File: src/rtl/exu_mdu_if.sv
// rtl/exu_mdu_if.sv - IDU-side issue and MEM-side result handshake bundle for exu_mdu.
interface exu_mdu_if #(
  parameter int DATA_W = 32,
  parameter int ADDR_W = 5
);
  logic              in_valid;
  logic              in_ready;
  logic [3:0]        op_i;
  logic [DATA_W-1:0] rega_i;
  logic [DATA_W-1:0] regb_i;
  logic [ADDR_W-1:0] regc_addr_i;
  logic              regc_wr_i;
  logic              out_valid;
  logic              out_ready;
  logic [DATA_W-1:0] regc_data;
  logic [ADDR_W-1:0] regc_addr;
  logic              regc_wr;
  logic [DATA_W-1:0] hi_o;
  logic [DATA_W-1:0] lo_o;
  logic              busy;

  modport slave (
    input  in_valid, op_i, rega_i, regb_i, regc_addr_i, regc_wr_i, out_ready,
    output in_ready, out_valid, regc_data, regc_addr, regc_wr, hi_o, lo_o, busy
  );

  modport master (
    output in_valid, op_i, rega_i, regb_i, regc_addr_i, regc_wr_i, out_ready,
    input  in_ready, out_valid, regc_data, regc_addr, regc_wr, hi_o, lo_o, busy
  );
endinterface

File: src/rtl/exu_mdu.sv
// rtl/exu_mdu.sv - execute unit: registered ALU plus iterative MUL/DIV with HI/LO.
// Define EXU_MDU_DIV_EN to build the restoring divider; otherwise DIV/DIVU retire in one cycle.
module exu_mdu #(
  parameter  int DATA_W = 32,
  parameter  int ADDR_W = 5,
  localparam int CNT_W  = $clog2(DATA_W) + 1
) (
  input logic      clk,
  input logic      rst_n,
  exu_mdu_if.slave bus
);

  localparam int               SH_W = $clog2(DATA_W);
  localparam logic [CNT_W-1:0] LAST = CNT_W'(DATA_W - 1);

  typedef enum logic [1:0] {S_IDLE, S_MUL, S_DIV, S_DONE} state_t;

  state_t              state, state_nxt;
  logic [CNT_W-1:0]    cnt;
  logic [DATA_W-1:0]   opnd;
  logic [2*DATA_W-1:0] acc;
  logic                neg_q;
  logic [DATA_W-1:0]   hi, lo, res_data;
  logic [ADDR_W-1:0]   res_addr;
  logic                res_wr;

  logic                in_rdy, accept, last;
  logic                is_md, mul_op, signed_op, a_neg, b_neg;
  logic [DATA_W-1:0]   mag_a, mag_b, alu_res;
  logic [DATA_W:0]     mul_sum;
  logic [2*DATA_W-1:0] mul_step, mul_fin;

  assign in_rdy    = (state == S_IDLE) || (state == S_DONE && bus.out_ready);
  assign accept    = bus.in_valid && in_rdy;
  assign last      = (cnt == LAST);
  assign is_md     = (bus.op_i >= 4'd10) && (bus.op_i <= 4'd13);
  assign mul_op    = (bus.op_i == 4'd10) || (bus.op_i == 4'd11);
  assign signed_op = (bus.op_i == 4'd10) || (bus.op_i == 4'd12);
  assign a_neg     = signed_op && bus.rega_i[DATA_W-1];
  assign b_neg     = signed_op && bus.regb_i[DATA_W-1];
  assign mag_a     = a_neg ? -bus.rega_i : bus.rega_i;
  assign mag_b     = b_neg ? -bus.regb_i : bus.regb_i;

  always_comb begin
    alu_res = '0;
    case (bus.op_i)
      4'd0:    alu_res = bus.rega_i + bus.regb_i;
      4'd1:    alu_res = bus.rega_i - bus.regb_i;
      4'd2:    alu_res = bus.rega_i & bus.regb_i;
      4'd3:    alu_res = bus.rega_i | bus.regb_i;
      4'd4:    alu_res = bus.rega_i ^ bus.regb_i;
      4'd5:    alu_res = bus.regb_i << bus.rega_i[SH_W-1:0];
      4'd6:    alu_res = bus.regb_i >> bus.rega_i[SH_W-1:0];
      4'd7:    alu_res = $signed(bus.regb_i) >>> bus.rega_i[SH_W-1:0];
      4'd8:    alu_res = {{(DATA_W-1){1'b0}}, (bus.rega_i < bus.regb_i)};
      4'd9:    alu_res = {{(DATA_W-1){1'b0}}, ($signed(bus.rega_i) < $signed(bus.regb_i))};
      4'd14:   alu_res = hi;
      4'd15:   alu_res = lo;
      default: alu_res = '0;
    endcase
  end

  // acc = {partial product, remaining multiplier}; opnd holds the multiplicand magnitude
  assign mul_sum  = {1'b0, acc[2*DATA_W-1:DATA_W]} + (acc[0] ? {1'b0, opnd} : '0);
  assign mul_step = {mul_sum, acc[DATA_W-1:1]};
  assign mul_fin  = neg_q ? -mul_step : mul_step;

`ifdef EXU_MDU_DIV_EN
  logic                neg_r, div0;
  logic [DATA_W-1:0]   dividend;
  logic [DATA_W:0]     div_rsh, div_diff;
  logic [2*DATA_W-1:0] div_step;
  logic [DATA_W-1:0]   div_q, div_r;

  // acc = {partial remainder, dividend bits shifting out / quotient bits shifting in}
  assign div_rsh  = acc[2*DATA_W-1:DATA_W-1];
  assign div_diff = div_rsh - {1'b0, opnd};
  assign div_step = div_diff[DATA_W] ? {div_rsh[DATA_W-1:0], acc[DATA_W-2:0], 1'b0}
                                     : {div_diff[DATA_W-1:0], acc[DATA_W-2:0], 1'b1};
  assign div_q    = div0 ? '1 : (neg_q ? -div_step[DATA_W-1:0] : div_step[DATA_W-1:0]);
  assign div_r    = div0 ? dividend
                         : (neg_r ? -div_step[2*DATA_W-1:DATA_W] : div_step[2*DATA_W-1:DATA_W]);
`endif

  always_ff @(posedge clk or negedge rst_n) begin
    if (!rst_n) state <= S_IDLE;
    else        state <= state_nxt;
  end

  always_comb begin
    state_nxt = state;
    case (state)
      S_IDLE, S_DONE: begin
        if (accept) begin
          if (mul_op) state_nxt = S_MUL;
`ifdef EXU_MDU_DIV_EN
          else if (is_md) state_nxt = S_DIV;
`endif
          else state_nxt = S_DONE;
        end else if (state == S_DONE && bus.out_ready) begin
          state_nxt = S_IDLE;
        end
      end
      S_MUL, S_DIV: if (last) state_nxt = S_DONE;
      default: state_nxt = S_IDLE;
    endcase
  end

  always_ff @(posedge clk or negedge rst_n) begin
    if (!rst_n) begin
      cnt      <= '0;
      opnd     <= '0;
      acc      <= '0;
      neg_q    <= 1'b0;
      hi       <= '0;
      lo       <= '0;
      res_data <= '0;
      res_addr <= '0;
      res_wr   <= 1'b0;
`ifdef EXU_MDU_DIV_EN
      neg_r    <= 1'b0;
      div0     <= 1'b0;
      dividend <= '0;
`endif
    end else if (accept) begin
      res_addr <= bus.regc_addr_i;
      if (is_md) begin
        // MUL/DIV never write the register file; regc_data shows LO once done
        cnt      <= '0;
        res_wr   <= 1'b0;
        res_data <= '0;
        neg_q    <= a_neg ^ b_neg;
        opnd     <= mul_op ? mag_a : mag_b;
        acc      <= {{DATA_W{1'b0}}, (mul_op ? mag_b : mag_a)};
`ifdef EXU_MDU_DIV_EN
        neg_r    <= a_neg;
        div0     <= (bus.regb_i == '0);
        dividend <= bus.rega_i;
`endif
      end else begin
        res_data <= alu_res;
        res_wr   <= bus.regc_wr_i;
      end
    end else if (state == S_MUL) begin
      cnt <= cnt + CNT_W'(1);
      acc <= mul_step;
      if (last) begin
        hi       <= mul_fin[2*DATA_W-1:DATA_W];
        lo       <= mul_fin[DATA_W-1:0];
        res_data <= mul_fin[DATA_W-1:0];
      end
`ifdef EXU_MDU_DIV_EN
    end else if (state == S_DIV) begin
      cnt <= cnt + CNT_W'(1);
      acc <= div_step;
      if (last) begin
        hi       <= div_r;
        lo       <= div_q;
        res_data <= div_q;
      end
`endif
    end
  end

  assign bus.in_ready  = in_rdy;
  assign bus.out_valid = (state == S_DONE);
  assign bus.busy      = (state == S_MUL) || (state == S_DIV);
  assign bus.regc_data = res_data;
  assign bus.regc_addr = res_addr;
  assign bus.regc_wr   = res_wr;
  assign bus.hi_o      = hi;
  assign bus.lo_o      = lo;

endmodule

File: src/flat_wrapper.sv
// flat-port wrapper written by rule: the top's interface ports become plain ports
module exu_mdu_flat 
#(
  parameter  int DATA_W = 32,
  parameter  int ADDR_W = 5,
  localparam int CNT_W  = $clog2(DATA_W) + 1
)
  (clk, rst_n, bus_in_valid, bus_op_i, bus_rega_i, bus_regb_i, bus_regc_addr_i, bus_regc_wr_i, bus_out_ready, bus_in_ready, bus_out_valid, bus_regc_data, bus_regc_addr, bus_regc_wr, bus_hi_o, bus_lo_o, bus_busy);
  exu_mdu_if #(.DATA_W(DATA_W), .ADDR_W(ADDR_W)) bus_i ();
  input logic clk;
  input logic rst_n;
  input wire logic [$bits(bus_i.in_valid)-1:0] bus_in_valid;
  input wire logic [$bits(bus_i.op_i)-1:0] bus_op_i;
  input wire logic [$bits(bus_i.rega_i)-1:0] bus_rega_i;
  input wire logic [$bits(bus_i.regb_i)-1:0] bus_regb_i;
  input wire logic [$bits(bus_i.regc_addr_i)-1:0] bus_regc_addr_i;
  input wire logic [$bits(bus_i.regc_wr_i)-1:0] bus_regc_wr_i;
  input wire logic [$bits(bus_i.out_ready)-1:0] bus_out_ready;
  output wire logic [$bits(bus_i.in_ready)-1:0] bus_in_ready;
  output wire logic [$bits(bus_i.out_valid)-1:0] bus_out_valid;
  output wire logic [$bits(bus_i.regc_data)-1:0] bus_regc_data;
  output wire logic [$bits(bus_i.regc_addr)-1:0] bus_regc_addr;
  output wire logic [$bits(bus_i.regc_wr)-1:0] bus_regc_wr;
  output wire logic [$bits(bus_i.hi_o)-1:0] bus_hi_o;
  output wire logic [$bits(bus_i.lo_o)-1:0] bus_lo_o;
  output wire logic [$bits(bus_i.busy)-1:0] bus_busy;
  assign bus_i.in_valid = bus_in_valid;
  assign bus_i.op_i = bus_op_i;
  assign bus_i.rega_i = bus_rega_i;
  assign bus_i.regb_i = bus_regb_i;
  assign bus_i.regc_addr_i = bus_regc_addr_i;
  assign bus_i.regc_wr_i = bus_regc_wr_i;
  assign bus_i.out_ready = bus_out_ready;
  assign bus_in_ready = bus_i.in_ready;
  assign bus_out_valid = bus_i.out_valid;
  assign bus_regc_data = bus_i.regc_data;
  assign bus_regc_addr = bus_i.regc_addr;
  assign bus_regc_wr = bus_i.regc_wr;
  assign bus_hi_o = bus_i.hi_o;
  assign bus_lo_o = bus_i.lo_o;
  assign bus_busy = bus_i.busy;
  exu_mdu #(.DATA_W(DATA_W), .ADDR_W(ADDR_W)) u_core (.clk(clk), .rst_n(rst_n), .bus(bus_i));
endmodule
File: config.mk
export PLATFORM = sky130hd
export DESIGN_NAME = exu_mdu_flat
export DESIGN_NICKNAME = d
export VERILOG_FILES = /design/src/rtl/exu_mdu_if.sv /design/src/rtl/exu_mdu.sv /design/src/flat_wrapper.sv
export SDC_FILE = /design/constraint.sdc
export NUM_CORES = 1
export LEC_CHECK = 0
export CAP_MARGIN = 20
export CORE_MARGIN = 2
export CORE_UTILIZATION = 50
export DETAILED_ROUTE_END_ITERATION = 8
export PLACE_DENSITY = 0.73
export SYNTH_ARGS = -nofsm -noshare
export SYNTH_HDL_FRONTEND = slang
export SYNTH_SLANG_ARGS = --single-unit
File: constraint.sdc
create_clock -name clk -period 4.09 [get_ports clk]
set_input_delay 0.409 -clock clk [delete_from_list [all_inputs] [get_ports clk]]
set_output_delay 0.409 -clock clk [all_outputs]
set_load 0.02 [all_outputs]
==> key figures <==
Cells and area
  – Most frequent cells in the layout: 361 x nand2_1, 303 x buf_4, 257 x nor2_1
  – Multi-input logic area: 16,180 sq um
  – Commonest non-fill, non-tap cell in the layout: nand2_1
  – Reg area: 5181 sq um
  – Synth-to-Final Area Change: 23.06%
  – Design area: 27,670 sq um
  – # nets final: 3,438
  – Layout cells sized above 1: 0.1535
  – Non-filler instance count after layout: 3,826
  – Fillers: 3,885

Timing
  – Endpoints failing setup: 0
  – Achievable Freq: 249.4 MHz
  – Fin. Hold Viols: 0
  – Period minus WS final: 4.010 ns
  – WHS: 0.3515 ns
  – Worst Clk Skew: 0.02622 ns
  – Slew Limit Fails: 0
  – Fin worst setup slack: 0.07974 ns
  – Worst-Margin Slew: 1.313 ns
  – Worst slew margin relative to its limit: 0.1139
  – Period utilisation layout: 0.9805
  – RSZ-0062 raised after global routing: true

Job
  – Max Cap Viol: 0

Synth
  – Post-synthesis sequential area ratio: 0.2304
  – Unique masters post-synth: 110
  – Mapped cell area: 22,490 sq um
  – Post-synth EDFFs: 0
  – Yosys warns: 0
  – Cells after synthesis: 2,919
  – Synth Register Bits: 207
  – Syn Nets: 3,143
  – Avg Synthesized Cell Area: 7.703 sq um
  – Top FF cell, synth: dfrtp_1
  – Post-synth ARST share: 1.000

Pwr
  – Clock Power Share: 0.174
  – Comb power frac: 0.589
  – Peak supply drop: 0.5944 mV
  – Pwr dens: 520.6 nW/um^2
  – Power Internal: 7.366 mW
  – Final Power: 14.41 mW
  – Switch share: 0.4887
  – Net Sw Power: 7.040 mW
  – Sequential power share: 0.237
  – P_leak: 11.73 nW

Place
  – Placed cell areas: 26,590 sq um
  – Port Buffers: 182
  – HPWL after detailed placement: 91,320 um
  – Dpl cells: 3,776
  – Gpl congestion: 1.087
  – Place WS: -0.03986 ns

Global route
  – Total gr overflow: 0
  – Vias in the first global route: 25,630
  – Global-route wire length before repair: 170,800 um
  – Largest net degree at the start of global routing: 92
  – Initial antenna violation count: 6
  – All-layer global routing usage: 0.4931

Clock network
  – CTS sink cnt: 207
  – H-tree Lvls: 1
  – Inserted Clock Buffers: 25
  – Worst-Skew Late Latency: 0.60 ns
  – CTS tree: done
  – Clk buf depth: 3
  – Clock transition at the registers of the reported paths: 0.07 ns
  – Root Driver: clkbuf_16

Worst setup path
  – CP startpoint kind: flip-flop
  – Worst Path Arrival: 4.45 ns
  – Worst reg2reg path startpoint: u_core.acc[0]
  – Worst-path fanout max: 11
  – Setup crit end kind: flip-flop
  – Beginning of the critical path: u_core.acc[0]
  – Critical path class: flip-flop to flip-flop
  – Worst EP required: 4.53 ns
  – R2R cell count: 15

Drt
  – Pre-Repair DR Iteration Count: 7
  – Via density: 6.988
  – Post-Route WL: 118,000 um
  – DRT iter0 DRCs: 4,383
  – Post-route DRC: 0
  – Via count: 26,740
  – WL per Instance: 30.84 um
  – Final ANT Viol Nets: 0

Outcome
  – Status: finished, final reports clean

Floorplanning
  – # IOs: 183
  – Width of the die: 216.1 um
  – Row count: 77
  – Initial core utilization: 0.5074
  – Chip height: 216.1 um
  – Total die area: 46,680 sq um
  – Core area: 44,320 sq um

Worst hold path
  – Cell depth of the worst hold path: 3
  – Worst Hold Class: input port to flip-flop
  – Worst hold start: bus_regc_addr_i[1]
==> routing by layer <==
metal / routed length [um] / GRT usage / up-vias
met4: 9948 / 0.3258 / 4
met3: 17600 / 0.1909 / 512
met5: 27 / 0 / -
met2: 48200 / 0.7153 / 2236
met1: 42230 / 0.6075 / 12690
li1: - / - / 11290
==> cells by family after synthesis <==
| family | synth area share |
|---|---|
| AND/OR/NAND/NOR | 0.1995 |
| buffers and inverters | 0.05949 |
| XOR/XNOR | 0.05804 |
| adder cells (fa/ha/maj) | 0.08224 |
| flip-flops | 0.2304 |
| AO/OA/AOI/OAI | 0.2910 |
| multiplexers | 0.07941 |
==> layout make-up <==
class	count	share of cell area
tap	592	0.02677
antenna	2	0.0001809
clock inverter	15	0.007325
timing repair buffer	493	0.1535
inverter	114	0.01546
clock buffer	30	0.02473
sequential	207	0.1872
multi-input combinational	2373	0.5848
==> metrics by stage <==
stage	utilization	TNS, ns
CTS	0.6206	0
global route	0.6243	-0.1154
finish	0.6244	0
global placement	0.6000	0
detailed placement	0.6000	-0.1082
floorplan	-	-0.02842
==> worst paths after layout <==
| kind | slack [ns] | to |
|---|---|---|
| worst max-delay path | 0.08 | u_core.bus.hi_o[23] |
| worst min-delay path | 0.35 | u_core.bus.regc_addr[1] |
| worst max register to register | 0.08 | u_core.bus.hi_o[23] |
| worst min register to register | 0.48 | u_core.opnd[7] |
| max in group asynchronous | 2.55 | u_core.bus.lo_o[15] |
| min in group asynchronous | 0.41 | u_core.acc[60] |
==> flip-flops by register name, summed over array words and instances (netlist names), 2 cells and up <==
name                  flops
u_core.acc               64
u_core.bus.hi_o          32
u_core.bus.lo_o          32
u_core.bus.regc_addr      5
u_core.bus.regc_data     32
u_core.cnt                6
u_core.opnd              32
u_core.state              2
==> power groups by stage <==
stage / Sequential (mW) / Combinational, mW / Clock, mW
global placement: 3.34 / 7.69 / 0
floorplan: 3.30 / 4.65 / 0
CTS: 3.35 / 7.97 / 2.48
global route: 3.44 / 8.94 / 2.57
detailed placement: 3.38 / 7.88 / 0
finish: 3.42 / 8.49 / 2.50
==> worst max-delay path: stages (launching register included) <==
cell and delay, ns:
dfrtp_1 0.41, buf_4 0.18, and2_1 0.18, fa_1 0.45
buf_4 0.17, a21oi_2 0.17, a21oi_1 0.08, o31ai_2 0.30
nand4_1 0.20, or2_4 0.31, nor4b_4 0.42, nand4_1 0.23
buf_6 0.20, o31ai_2 0.21, xor2_1 0.24, o21ai_1 0.10
==> timing repair <==
item / 4_1_cts / 5_1_grt
hold buffers: 1 / 0
pin swaps: 0 / 8
resized for setup: 3 / 28
hold endpoints to repair: 89 / 0
setup buffers: 0 / 2
endpoints found under the setup margin: 6 / 16
==> cells in the mapped netlist, types with 29 or more instances <==
cell | instances | area, sq um
a21o_1 | 36 | 270.3
a21oi_1 | 227 | 1136
a221oi_1 | 38 | 332.8
a22o_1 | 29 | 254.0
a31oi_1 | 37 | 231.5
and2_1 | 49 | 306.5
buf_1 | 29 | 108.9
clkbuf_1 | 185 | 694.4
dfrtp_1 | 207 | 5180
ha_1 | 143 | 1789
inv_1 | 113 | 424.2
mux2i_1 | 58 | 580.6
mux4_2 | 45 | 1013
nand2_1 | 362 | 1359
nand3_1 | 55 | 275.3
nor2_1 | 260 | 975.9
nor3_1 | 48 | 240.2
o211ai_1 | 41 | 307.8
o21ai_0 | 234 | 1171
o21ai_1 | 55 | 275.3
o31ai_1 | 36 | 270.3
xnor2_1 | 87 | 762.0
xor2_1 | 62 | 543.0
Power figures use the tool's default switching activity.
